[src/rtl/router_reg_parity.sv]
`default_nettype none
// ============================================================================
// Module      : router_reg_parity
// Description : Router datapath register block. Captures the packet header,
//               forwards bytes to the addressed FIFO with back-pressure
//               holding, and checks the running XOR parity against the
//               received parity byte.
// Revision    : 1.0 - initial release
// ============================================================================
module router_reg_parity #(
    parameter int DATA_W = 8
) (
    input  logic              clock,
    input  logic              reset,
    input  logic              pkt_valid,
    input  logic [DATA_W-1:0] data_in,
    input  logic              fifo_full,
    input  logic              detect_add,
    input  logic              lfd_state,
    input  logic              ld_state,
    input  logic              laf_state,
    input  logic              full_state,
    input  logic              rst_int_reg,
    output logic [DATA_W-1:0] dout,
    output logic              parity_done,
    output logic              low_packet_valid,
    output logic              err
);

    logic [DATA_W-1:0] r_hdr;
    logic [DATA_W-1:0] r_hold;
    logic [DATA_W-1:0] r_int_par;
    logic [DATA_W-1:0] r_pkt_par;

    logic w_hdr_load;
    logic w_ld_accept;
    logic w_ld_last;
    logic w_int_par_acc;
    logic w_par_done_set;
    logic w_par_mismatch;

    // Address 2'b11 is not a valid destination, so such a header is not kept.
    assign w_hdr_load     = detect_add && pkt_valid && (data_in[1:0] != 2'b11);
    assign w_ld_accept    = ld_state && !fifo_full;
    assign w_ld_last      = ld_state && !pkt_valid;
    assign w_int_par_acc  = ld_state && pkt_valid && !full_state;
    assign w_par_done_set = (w_ld_accept && !pkt_valid) ||
                            (laf_state && low_packet_valid && !parity_done);
    assign w_par_mismatch = (r_int_par != r_pkt_par);

    always_ff @(posedge clock or posedge reset) begin
        if (reset) begin
            r_hdr <= '0;
        end else if (w_hdr_load) begin
            r_hdr <= data_in;
        end
    end

    // A byte presented while the FIFO is full is parked here and replayed
    // from the load-after-full state.
    always_ff @(posedge clock or posedge reset) begin
        if (reset) begin
            r_hold <= '0;
        end else if (ld_state && fifo_full) begin
            r_hold <= data_in;
        end
    end

    always_ff @(posedge clock or posedge reset) begin
        if (reset) begin
            dout <= '0;
        end else if (lfd_state) begin
            dout <= r_hdr;
        end else if (w_ld_accept) begin
            dout <= data_in;
        end else if (laf_state) begin
            dout <= r_hold;
        end
    end

    always_ff @(posedge clock or posedge reset) begin
        if (reset) begin
            r_int_par <= '0;
        end else if (detect_add) begin
            r_int_par <= '0;
        end else if (lfd_state) begin
            r_int_par <= r_int_par ^ r_hdr;
        end else if (w_int_par_acc) begin
            r_int_par <= r_int_par ^ data_in;
        end
    end

    // The byte on which pkt_valid drops is the received parity byte.
    always_ff @(posedge clock or posedge reset) begin
        if (reset) begin
            r_pkt_par <= '0;
        end else if (detect_add) begin
            r_pkt_par <= '0;
        end else if (w_ld_last) begin
            r_pkt_par <= data_in;
        end
    end

    always_ff @(posedge clock or posedge reset) begin
        if (reset) begin
            parity_done <= 1'b0;
        end else if (detect_add) begin
            parity_done <= 1'b0;
        end else if (w_par_done_set) begin
            parity_done <= 1'b1;
        end
    end

    always_ff @(posedge clock or posedge reset) begin
        if (reset) begin
            low_packet_valid <= 1'b0;
        end else if (rst_int_reg) begin
            low_packet_valid <= 1'b0;
        end else if (w_ld_last) begin
            low_packet_valid <= 1'b1;
        end
    end

    // Sticky until the next header so the FSM can sample it at leisure.
    always_ff @(posedge clock or posedge reset) begin
        if (reset) begin
            err <= 1'b0;
        end else if (detect_add) begin
            err <= 1'b0;
        end else if (parity_done && w_par_mismatch) begin
            err <= 1'b1;
        end
    end

endmodule
`default_nettype wire

[config.mk]
export PLATFORM = sky130hd
export DESIGN_NAME = router_reg_parity
export DESIGN_NICKNAME = d
export VERILOG_FILES = /design/src/rtl/router_reg_parity.sv
export SDC_FILE = /design/constraint.sdc
export NUM_CORES = 1
export LEC_CHECK = 0
export ABC_AREA = 1
export CAP_MARGIN = 15
export CORE_ASPECT_RATIO = 1.25
export CORE_MARGIN = 1.5
export CORE_UTILIZATION = 53
export CTS_CLUSTER_SIZE = 12
export DETAILED_ROUTE_END_ITERATION = 7
export PLACE_DENSITY = 0.8
export SYNTH_ARGS = -nofsm -noshare
export SYNTH_HDL_FRONTEND = slang
export SYNTH_SLANG_ARGS = --single-unit
[constraint.sdc]
create_clock -name clock -period 1.35 [get_ports clock]
set_clock_uncertainty 0.05 [all_clocks]
set_input_delay 0.135 -clock clock [delete_from_list [all_inputs] [get_ports clock]]
set_output_delay 0.135 -clock clock [all_outputs]
set_load 0.05 [all_outputs]
==> results.md, run 1 <==
- Fin crit share: 0.9589
- Max_slew headroom: 0.7999
- Clock Tree Buf Depth: 2
- Area leader, netlist: dfrtp_1
- Fin. max-slew vios: 0
- Min-Delay Path Class: in2async
- Routed vias/inst: approximately 5.5
- Synthesized area: 2024 um^2
- H-tree levels: 2
- Detailed-router iteration count before antenna repair: 7
- Die X: 58.28 um
- Boundary pin count: 29
- Largest net degree at the start of global routing: 44
- Core area: 3573 um^2
- Top post-synthesis cells by area: dfrtp_1, nand2_1, o21ai_0, a21oi_1, inv_1
- Height of the chip: 72.10 um
- Antenna diode count: 0
- Power Density: roughly 1200 nW/um^2
- Layout area overhead: 36.96%
- Synth warn: 0
- Clock Pin Slew Worst Setup and Hold Paths: approximately 0.08 ns
- Vias: 1806
- Wire length of the first global-routing pass: between 8 and 9 mm
- Antenna Nets Post-Route: 0
- Routability cong.: 0.8070
- #FFs+latches synth: 43
- Max VDD drop: 797.9 uV
- Sink Count: 43
- Starting Density: 0.5665
- GRT Overall Usage: 0.2680
- Number of buffers added on ports: 28
- Avg Synthesized Cell Area: 8.802 um^2
- CTS tree: done
- Total gr overflow: 0
- Path type of the worst setup path: in2reg
- Share of cells above drive strength 1: 0.2021
- Status: finished with violations
- Vias in the first global route: 1800
- Post-synthesis cell type count: 20
- DR DRC count: 1
- Setup_tns: 0 ns
- Final Setup Violations: 0
- Placed Area: ~2600 um^2
- Proportion of synthesized chip area in sequential cells: 0.5315
- Failing checks: design-rule violations
- Final #Nets: approximately 300
- Setup crit start kind: primary input
- Mapped Cells: 230
- Total wire length: 4.998 mm
- Top cell type's share of synthesized area: 0.5315
- Starting DRC count in detailed routing: 130
- Design area: 2773 um^2
- Finished Core Util: 0.7759
- Max FO, Critical Path: 8
- Tmin final: 1.295 ns
- Syn_nets: 248
- Root Driver: clkbuf_8
- R2r setup slk: 0.19 ns
- Max-cap violations: 0
- Worst skew pair latency: about 0.30 ns
- FMAX: ~770 MHz
- WL per Instance: 15.33 um
- Die footprint: 4202 um^2
- Leakage: 1.314 nW
- Hold slack: 0.1283 ns
- Endpoints failing hold: 0
- Required @ worst endpoint: ~1.5 ns
- Worst Setup End Kind: flip-flop
- Worst Path Arrival: between 1 and 1.5 ns
- Rows: 24
- HPWL after DPL: 3.436 mm
- Total CTS buffers: 5
- Slew @ Worst Pin: 0.2971 ns
- Initial antenna violation count: 0
worst max-delay path, cell delays in order:
cell and delay [ns]:
clkdlybuf4s50_1 0.48, nand2_1 0.10, o21ai_4 0.27, buf_4 0.18, nand2_1 0.07, o21ai_1 0.15
a21oi_1 0.06
area by class of cell:
class | instances | area (um^2)
clock buffer | 8 | 100.1
fill | 236 | 800.8
inverter | 25 | 93.84
multi-input combinational | 153 | 785.8
sequential | 43 | 1076
tap | 39 | 48.80
timing repair buffer | 58 | 668.1
through the flow:
step	power, mW	cells	setup slack, ns
2_1_floorplan	2.024	230	0.1623
3_3_place_gp	2.442	315	-0.1641
3_5_place_dp	2.474	315	-0.3177
4_1_cts	3.371	323	0.02810
5_1_grt	3.521	326	-0.005684
6_report	3.367	326	0.05548
cell families (layout without fill, tap and decap cells):
logic type,count (synthesis),in the layout,synth area share
compound gates,75,75,0.2064
simple gates,74,74,0.1595
flops,43,43,0.5315
buf+inv,34,91,0.08529
xor+xnor,4,4,0.01730
layer usage:
metal  routed length [um]  GRT usage
met3                  163    0.05704
met2                 2772     0.4719
met5                    0          0
met1                 1946     0.3135
met4                  116     0.1059
power by group:
group          switching [mW]  internal [mW]
Sequential              0.112           1.44
Clock                   0.431          0.467
Combinational           0.488          0.434
Total                    1.03           2.34
synthesized netlist by cell type:
cell type,count
o21ai_2,1
nor3_2,4
o211ai_2,1
inv_1,25
buf_6,5
nor2_4,1
xnor2_1,4
o21ai_4,1
o22ai_1,8
a31oi_1,8
nor2_1,14
buf_4,1
nand2_1,50
and3_1,4
dfrtp_1,43
nor2_2,1
o21ai_0,31
a21oi_1,19
buf_2,3
o21ai_1,6
final timing paths:
kind,startpoint,endpoint,cells after the start
hold / removal,reset,r_int_par[5]$_DFFE_PP0P_,3
max in group asynchronous,reset,r_hdr[6]$_DFFE_PP0P_,3
hold reg to reg,r_hold[6]$_DFFE_PP0P_,r_hold[6]$_DFFE_PP0P_,2
setup / recovery,pkt_valid,r_int_par[1]$_DFFE_PP0P_,7
min in group clock,ld_state,r_hold[3]$_DFFE_PP0P_,4
setup reg to reg,r_int_par[5]$_DFFE_PP0P_,err$_DFFE_PP0P_,8
flip-flops by register name, summed over array words and instances (netlist names):
register	flops
r_pkt_par	8
parity_done	1
r_int_par	8
dout	8
r_hdr	8
low_packet_valid	1
r_hold	8
err	1
cell usage in the layout (no fill, tap or decap), types with 4 or more instances in the layout:
cell             synthesis  routed
o21ai_0                 31      31
nor2_1                  14      13
inv_1                   25      25
clkbuf_8                 0       7
o22ai_1                  8       8
buf_4                    1      26
buf_12                   0      15
a21oi_1                 19      19
xnor2_1                  4       4
nor3_2                   4       4
and3_1                   4       4
a31oi_1                  8       8
clkdlybuf4s50_1          0      16
nand2_1                 50      50
o21ai_1                  6       6
dfrtp_1                 43      43
timing repair:
action,4_1_cts,5_1_grt
setup endpoints to repair,2,5
gates resized for setup,1,2
setup buffers,0,3
hold buffers,0,0
endpoints found under the hold margin,0,0
pin swaps,0,1
(Power assumes the default switching activity.)
==> inputs of run 2 (changes only) <==
--- a/config.mk
+++ b/config.mk
@@ -12,7 +12,9 @@
 export CORE_UTILIZATION = 53
 export CTS_CLUSTER_SIZE = 12
 export DETAILED_ROUTE_END_ITERATION = 7
+export MAX_ROUTING_LAYER = met4
 export PLACE_DENSITY = 0.8
+export REMOVE_ABC_BUFFERS = 1
 export SYNTH_ARGS = -nofsm -noshare
 export SYNTH_HDL_FRONTEND = slang
 export SYNTH_SLANG_ARGS = --single-unit
==> run 2 against run 1 <==
The run now ends clean. Combinational power is 2% lower. Critical endpoint unchanged. Die area stayed put. Hold slack gained 0.025 ns. Worst setup slack better by 0.025 ns. Sequential power barely moved. Sequential share of layout area decreased by 0.12 points. Clock-buffer cell count shrank 2. Highest routed layer unchanged. Critical path type unchanged. Register-to-register slack worse by 0.03 ns. Sequential cell count unchanged. Via count increased by 0.11%. Global-route usage decreased by 0.98 points. Largest power group unchanged. Cell area increased by 0.32%.
==> results.md, run 2 (synthesis results as in run 1) <==
- Antenna diode count: 0 (unchanged)
- HPWL after DPL: 3.284 mm (-4.4%)
- Vias: 1808 (+0.11%)
- Max FO, Critical Path: 21 (+13)
- Total gr overflow: 0 (unchanged)
- Postcts setup bufs: 0 (unchanged)
- Hold buffer count at cts: 0 (unchanged)
- RSZ-0062 raised after global routing: no
- Endpoints failing hold: 0 (unchanged)
- Share of cells above drive strength 1: 0.2021 (unchanged)
- CTS tree: done
- GRT Overall Usage: 0.2582 (-0.009777)
- Worst skew pair latency: 0.31 ns (about the same)
- WL per Instance: 14.35 um (-6.4%)
- Critical-path cell list: clkdlybuf4s50_1 -> buf_12 -> buf_4 -> o21ai_0 -> nand2_1 -> o21ai_1 -> a21oi_1
- Final #Nets: 304 (unchanged)
- Fin crit share: 0.9407 (-0.01823)
- Clock Tree Buf Depth: 2 (unchanged)
- Max-cap violations: 0 (unchanged)
- Cell Count, Final, Fillers Out: 326 (unchanged)
- Most frequent cells in the layout: nand2_1, dfrtp_1, o21ai_0
- Starting Density: 0.5665 (unchanged)
- Required @ worst endpoint: 1.49 ns (about the same)
- Path type of the worst setup path: in2reg
- Initial antenna violation count: 0 (unchanged)
- Number of buffers added on ports: 28 (unchanged)
- Largest net degree at the start of global routing: 44 (unchanged)
- Design area: 2781 um^2 (+0.32%)
- Max VDD drop: 840.7 uV (+5.4%)
- DR DRC count: 0 (-1)
- Routability cong.: 0.7805 (-3.3%)
- Slew @ Worst Pin: 0.2943 ns (-0.002831 ns)
- Post-CTS resize count: 0 (-1)
- Fillers: 232 (-1.7%)
- Rows: 24 (unchanged)
- Clock Pin Slew Worst Setup and Hold Paths: 0.08 ns (about the same)
- Status: finished clean
- Die X: 58.28 um (unchanged)
- Placed Cells: 318 (+0.95%)
- FMAX: 787.5 MHz (+1.9%)
- Power Density: 1270 nW/um^2 (+4.5%)
- Slowest stage delay, CP: 0.45 ns (-0.03 ns)
- H-tree levels: 2 (unchanged)
- Detailed-router iteration count before antenna repair: 6 (-1)
- Sink Count: 43 (unchanged)
- Antenna Nets Post-Route: 0 (unchanged)
- Worst Setup End Kind: flip-flop
- Final Setup Violations: 0 (unchanged)
- Fin. max-slew vios: 0 (unchanged)
- Boundary pin count: 29 (unchanged)
- Layout area overhead: 37.39%
- Die footprint: 4202 um^2 (unchanged)
- Most common cell after layout, fill and taps aside: nand2_1
- Placed Area: 2660 um^2 (+0.85%)
- Worst Path Arrival: 1.41 ns (-0.03 ns)
- Setup crit start kind: primary input
- Wire length of the first global-routing pass: 7.845 mm (-6.2%)
- Root Driver: clkbuf_8
- Setup_tns: 0 ns (unchanged)
- Core area: 3573 um^2 (unchanged)
- Tmin final: 1.270 ns (-0.02461 ns)
- Routed vias/inst: 5.546 (+0.11%)
- Height of the chip: 72.10 um (unchanged)
- Total chip power: 3.531 mW (+4.9%)
- Hold slack: 0.1534 ns (+0.02506 ns)
- Min-Delay Path Class: in2async
- Crit-path slowest cell: clkdlybuf4s50_1
- Starting DRC count in detailed routing: 164 (+26%)
- Leakage: 1.314 nW (about the same)
- Total CTS buffers: 5 (unchanged)
- Total wire length: 4.679 mm (-6.4%)
- Max_slew headroom: 0.8018 (+0.001907)
- Vias in the first global route: 1764 (-2.0%)
run 2: changes by cell type in the layout (fill, tap and decap cells not counted):
cell	before	now
nor2_1	13	14
clkbuf_1	1	0
bufinv_16	0	1
dlymetal6s2s_1	1	0
clkdlybuf4s50_1	16	17
o21ai_2	0	1
inv_6	0	1
nor2_2	2	1
o21ai_4	2	1
clkbuf_8	7	6
run 2: worst max-delay path: cells and delay by family:
kind                   cells  cell delay [ns]
buffers and inverters      3             0.76
AOI/OAI and AO/OA          3             0.40
and+or+nand+nor            1             0.11
run 2: final cells by class:
class	instances	area, um^2	area share
Multi-Input combinational cell	153	775.7	0.2789
Timing Repair Buffer	58	665.6	0.2393
Inverter	25	93.84	0.03374
Sequential cell	43	1076	0.3869
Tap cell	39	48.80	0.01754
Clock buffer	6	82.58	0.02969
Clock inverter	2	38.79	0.01395
run 2: path summary, 6_finish.rpt:
path | slack, ns | end | depth (start not counted) | from
setup / recovery | 0.08 | r_int_par[1]$_DFFE_PP0P_ | 7 | lfd_state
hold / removal | 0.15 | err$_DFFE_PP0P_ | 3 | reset
setup reg to reg | 0.16 | err$_DFFE_PP0P_ | 8 | r_int_par[3]$_DFFE_PP0P_
hold reg to reg | 0.44 | r_hold[1]$_DFFE_PP0P_ | 2 | r_hold[1]$_DFFE_PP0P_
max in group asynchronous | 0.88 | r_pkt_par[7]$_DFFE_PP0P_ | 3 | reset
min in group clock | 0.31 | low_packet_valid$_DFFE_PP0P_ | 2 | rst_int_reg
run 2: power by group:
part	internal [mW]	switching [mW]
sequential	1.43	0.110
clock	0.609	0.470
combinational	0.434	0.474
run 2: metal layers:
layer  GRT usage  part of all wire  routed length [um]
met3     0.06061             0.037                 174
met5           -                 0                   0
met1      0.2912              0.42                1985
met4      0.1034             0.016                  74
met2      0.4370              0.52                2445
run 2: per-stage QoR:
stage / utilization / setup slack [ns]
floorplan: - / 0.1623
global placement: 0.7444 / -0.1637
detailed placement: 0.7444 / -0.2340
CTS: 0.7784 / 0.1141
global route: 0.7784 / 0.02544
finish: 0.7784 / 0.08009
==> inputs of run 3 (changes only) <==
--- a/config.mk
+++ b/config.mk
@@ -9,11 +9,12 @@
 export CAP_MARGIN = 15
 export CORE_ASPECT_RATIO = 1.25
 export CORE_MARGIN = 1.5
-export CORE_UTILIZATION = 53
+export CORE_UTILIZATION = 56
+export CTS_BUF_LIST = sky130_fd_sc_hd__clkbuf_2 sky130_fd_sc_hd__clkbuf_4 sky130_fd_sc_hd__clkbuf_8
 export CTS_CLUSTER_SIZE = 12
 export DETAILED_ROUTE_END_ITERATION = 7
 export MAX_ROUTING_LAYER = met4
-export PLACE_DENSITY = 0.8
+export PLACE_DENSITY = 0.84
 export REMOVE_ABC_BUFFERS = 1
 export SYNTH_ARGS = -nofsm -noshare
 export SYNTH_HDL_FRONTEND = slang
==> run 3 against run 2 <==
Cell area shrank 0.67%. Critical path depth fell by 2. Utilization up 1.5 points. Wire length rose by 5.4%. Final cell count rose by 0.31%. Power is 2.7% lower. Die area shrank 5.1%. Critical path type unchanged. Critical endpoint is now r_int_par[7]$_DFFE_PP0P_.
==> results.md, run 3 (synthesis results as in run 1) <==
- Final WS setup: 0.08179 ns (+0.001701 ns)
- Part of the power in registers: 0.451 (+0.013)
- Most frequent cells in the layout: nand2_1, dfrtp_1, o21ai_0
- WL per Instance: 15.09 um (+5.1%)
- Fin. max-slew vios: 0 (unchanged)
- NetSw: 1.009 mW (-4.3%)
- H-tree levels: 2 (unchanged)
- Final #Nets: 306 (+0.66%)
- Max FO, Critical Path: 10 (-52%)
- Die X: 56.78 um (-2.6%)
- Path type of the worst setup path: in2reg
- Leakage: 1.310 nW (-0.27%)
- Power Density: 1244 nW/um^2 (-2.0%)
- Core area: 3483 um^2 (-2.5%)
- Largest net degree at the start of global routing: 44 (unchanged)
- Worst skew pair latency: 0.30 ns (about the same)
- Met3 usage: 0.05000 (-0.01061)
- Status: finished clean
- Worst Setup End Kind: flip-flop
- Routed vias/inst: 5.621 (+1.3%)
- Setup crit start kind: primary input
- Number of buffers added on ports: 28 (unchanged)
- Boundary pin count: 29 (unchanged)
- Antenna Nets Post-Route: 0 (unchanged)
- Die footprint: 3987 um^2 (-5.1%)
- Most common cell after layout, fill and taps aside: nand2_1
- Endpoints failing hold: 0 (unchanged)
- Fin crit share: 0.9394 (-0.001260)
- Sink Count: 43 (unchanged)
- Initial antenna violation count: 0 (unchanged)
- Worst Path Arrival: 1.41 ns (about the same)
- Max VDD drop: 1039 uV (+24%)
- Max_slew headroom: 0.7889 (-0.01285)
- Share of cells above drive strength 1: 0.2083 (+0.006243)
- Clock Tree Buf Depth: 2 (unchanged)
- Tmin final: 1.268 ns (-0.001701 ns)
- Min-Delay Path Class: in2async
- Slew @ Worst Pin: 0.3133 ns (+0.01908 ns)
- Detailed-router iteration count before antenna repair: 4 (-2)
- Postcts setup bufs: 0 (unchanged)
- Clock share of power: 0.285 (-0.020)
- HPWL after DPL: 3.411 mm (+3.9%)
- GR Util met2: 0.4755 (+0.03850)
- Switch share: 0.2935 (-0.005047)
- Rows: 24 (unchanged)
- GRT Overall Usage: 0.2878 (+0.02961)
- Required @ worst endpoint: 1.49 ns (about the same)
- Starting Density: 0.5812 (+0.01465)
- Total wire length: 4.934 mm (+5.4%)
- Antenna diode count: 0 (unchanged)
- Int Pwr: 2.429 mW (-2.0%)
- Max-cap violations: 0 (unchanged)
- R2r setup slk: 0.20 ns (+0.04 ns)
- Setup_tns: 0 ns (unchanged)
- Vias in the first global route: 1872 (+6.1%)
- Starting DRC count in detailed routing: 86 (-48%)
- Finished Core Util: 0.7931 (+0.01474)
- Height of the chip: 70.22 um (-2.6%)
- Routability cong.: 0.8621 (+10%)
- R2R Path End: err$_DFFE_PP0P_
- Met1 GRT Util: 0.3284 (+0.03719)
- Layout area overhead: 36.46%
- Final Setup Violations: 0 (unchanged)
- Total CTS buffers: 5 (unchanged)
- FMAX: 788.5 MHz (+0.13%)
- CTS tree: done
- Vias: 1838 (+1.7%)
- Comb power frac: 0.264 (+0.007)
- Clock Pin Slew Worst Setup and Hold Paths: 0.07 ns (about the same)
- Total gr overflow: 0 (unchanged)
- Wire length of the first global-routing pass: 8.431 mm (+7.5%)
- Busiest grt layer: met2
- Root Driver: clkbuf_8
- RSZ-0062 raised after global routing: no
- Cells on worst reg2reg path: 8 (unchanged)
- DR DRC count: 0 (unchanged)
- Critical register-to-register path startpoint: r_int_par[1]$_DFFE_PP0P_
- DP Worst Slack: -0.2322 ns (+0.001797 ns)
[run 3: cell types whose count changed in the layout (fill, tap and decap cells not counted)]
cell and change:
buf_6 +1, inv_6 -1, buf_4 +3, nand2_2 +1, clkbuf_8 -1, clkbuf_4 +1
buf_12 -2, nand2_1 -1
[run 3: timing repair]
action	4_1_cts	5_1_grt
endpoints found under the setup margin	0	6
hold buffers	0	0
gates resized for setup	0	2
[run 3: power by group through the flow]
| stage | registers (mW) | logic, mW | clock network [mW] |
|---|---|---|---|
| global route | 1.57 | 0.982 | 1.03 |
| global placement | 1.57 | 0.874 | 0 |
| finish | 1.55 | 0.908 | 0.980 |
| detailed placement | 1.57 | 0.897 | 0 |
| floorplan | 1.69 | 0.304 | 0 |
| CTS | 1.55 | 0.906 | 0.990 |
[run 3: how the worst max path moves through the flow]
stage	slack [ns]	start	endpoint	cells past startpoint
3_3_place_gp	-0.17	ld_state	r_pkt_par[2]$_DFFE_PP0P_	5
6_report	0.08	lfd_state	r_int_par[7]$_DFFE_PP0P_	5
3_5_place_dp	-0.23	ld_state	r_pkt_par[7]$_DFFE_PP0P_	5
2_1_floorplan	0.16	reset	dout[0]$_DFFE_PP0P_	1
4_1_cts	0.08	ld_state	r_pkt_par[3]$_DFFE_PP0P_	5
5_1_grt	0.02	ld_state	dout[3]$_DFFE_PP0P_	7
[run 3: critical path: stages]
cell and delay [ns]:
clkdlybuf4s50_1 0.49, buf_4 0.21, o21ai_0 0.30, and3_1 0.23, nor3_2 0.04
[run 3: layout make-up]
type | instances | area (um^2)
sequential | 43 | 1076
fill | 210 | 720.7
inverter | 25 | 93.84
timing repair buffer | 60 | 659.4
tap | 39 | 48.80
clock buffer | 6 | 76.32
multi-input combinational | 153 | 778.2
clock inverter | 1 | 30.03
[run 3: per-stage QoR]
step           hold slack, ns  cell area, um^2  std cells  power (mW)
6_report               0.1350             2763        327       3.438
5_1_grt                0.1712             2763        327       3.580
4_1_cts                0.1540             2756        327       3.445
3_5_place_dp           0.4191             2650        320       2.469
3_3_place_gp           0.4118             2650        320       2.440
2_1_floorplan          0.1481             1946        221       1.991
[run 3: per-layer routing]
| metal | up-vias | part of all wire |
|---|---|---|
| met5 | - | 0 |
| met4 | 0 | 0.027 |
| met3 | 16 | 0.058 |
| met2 | 73 | 0.53 |
| met1 | 867 | 0.38 |
| li1 | 882 | - |
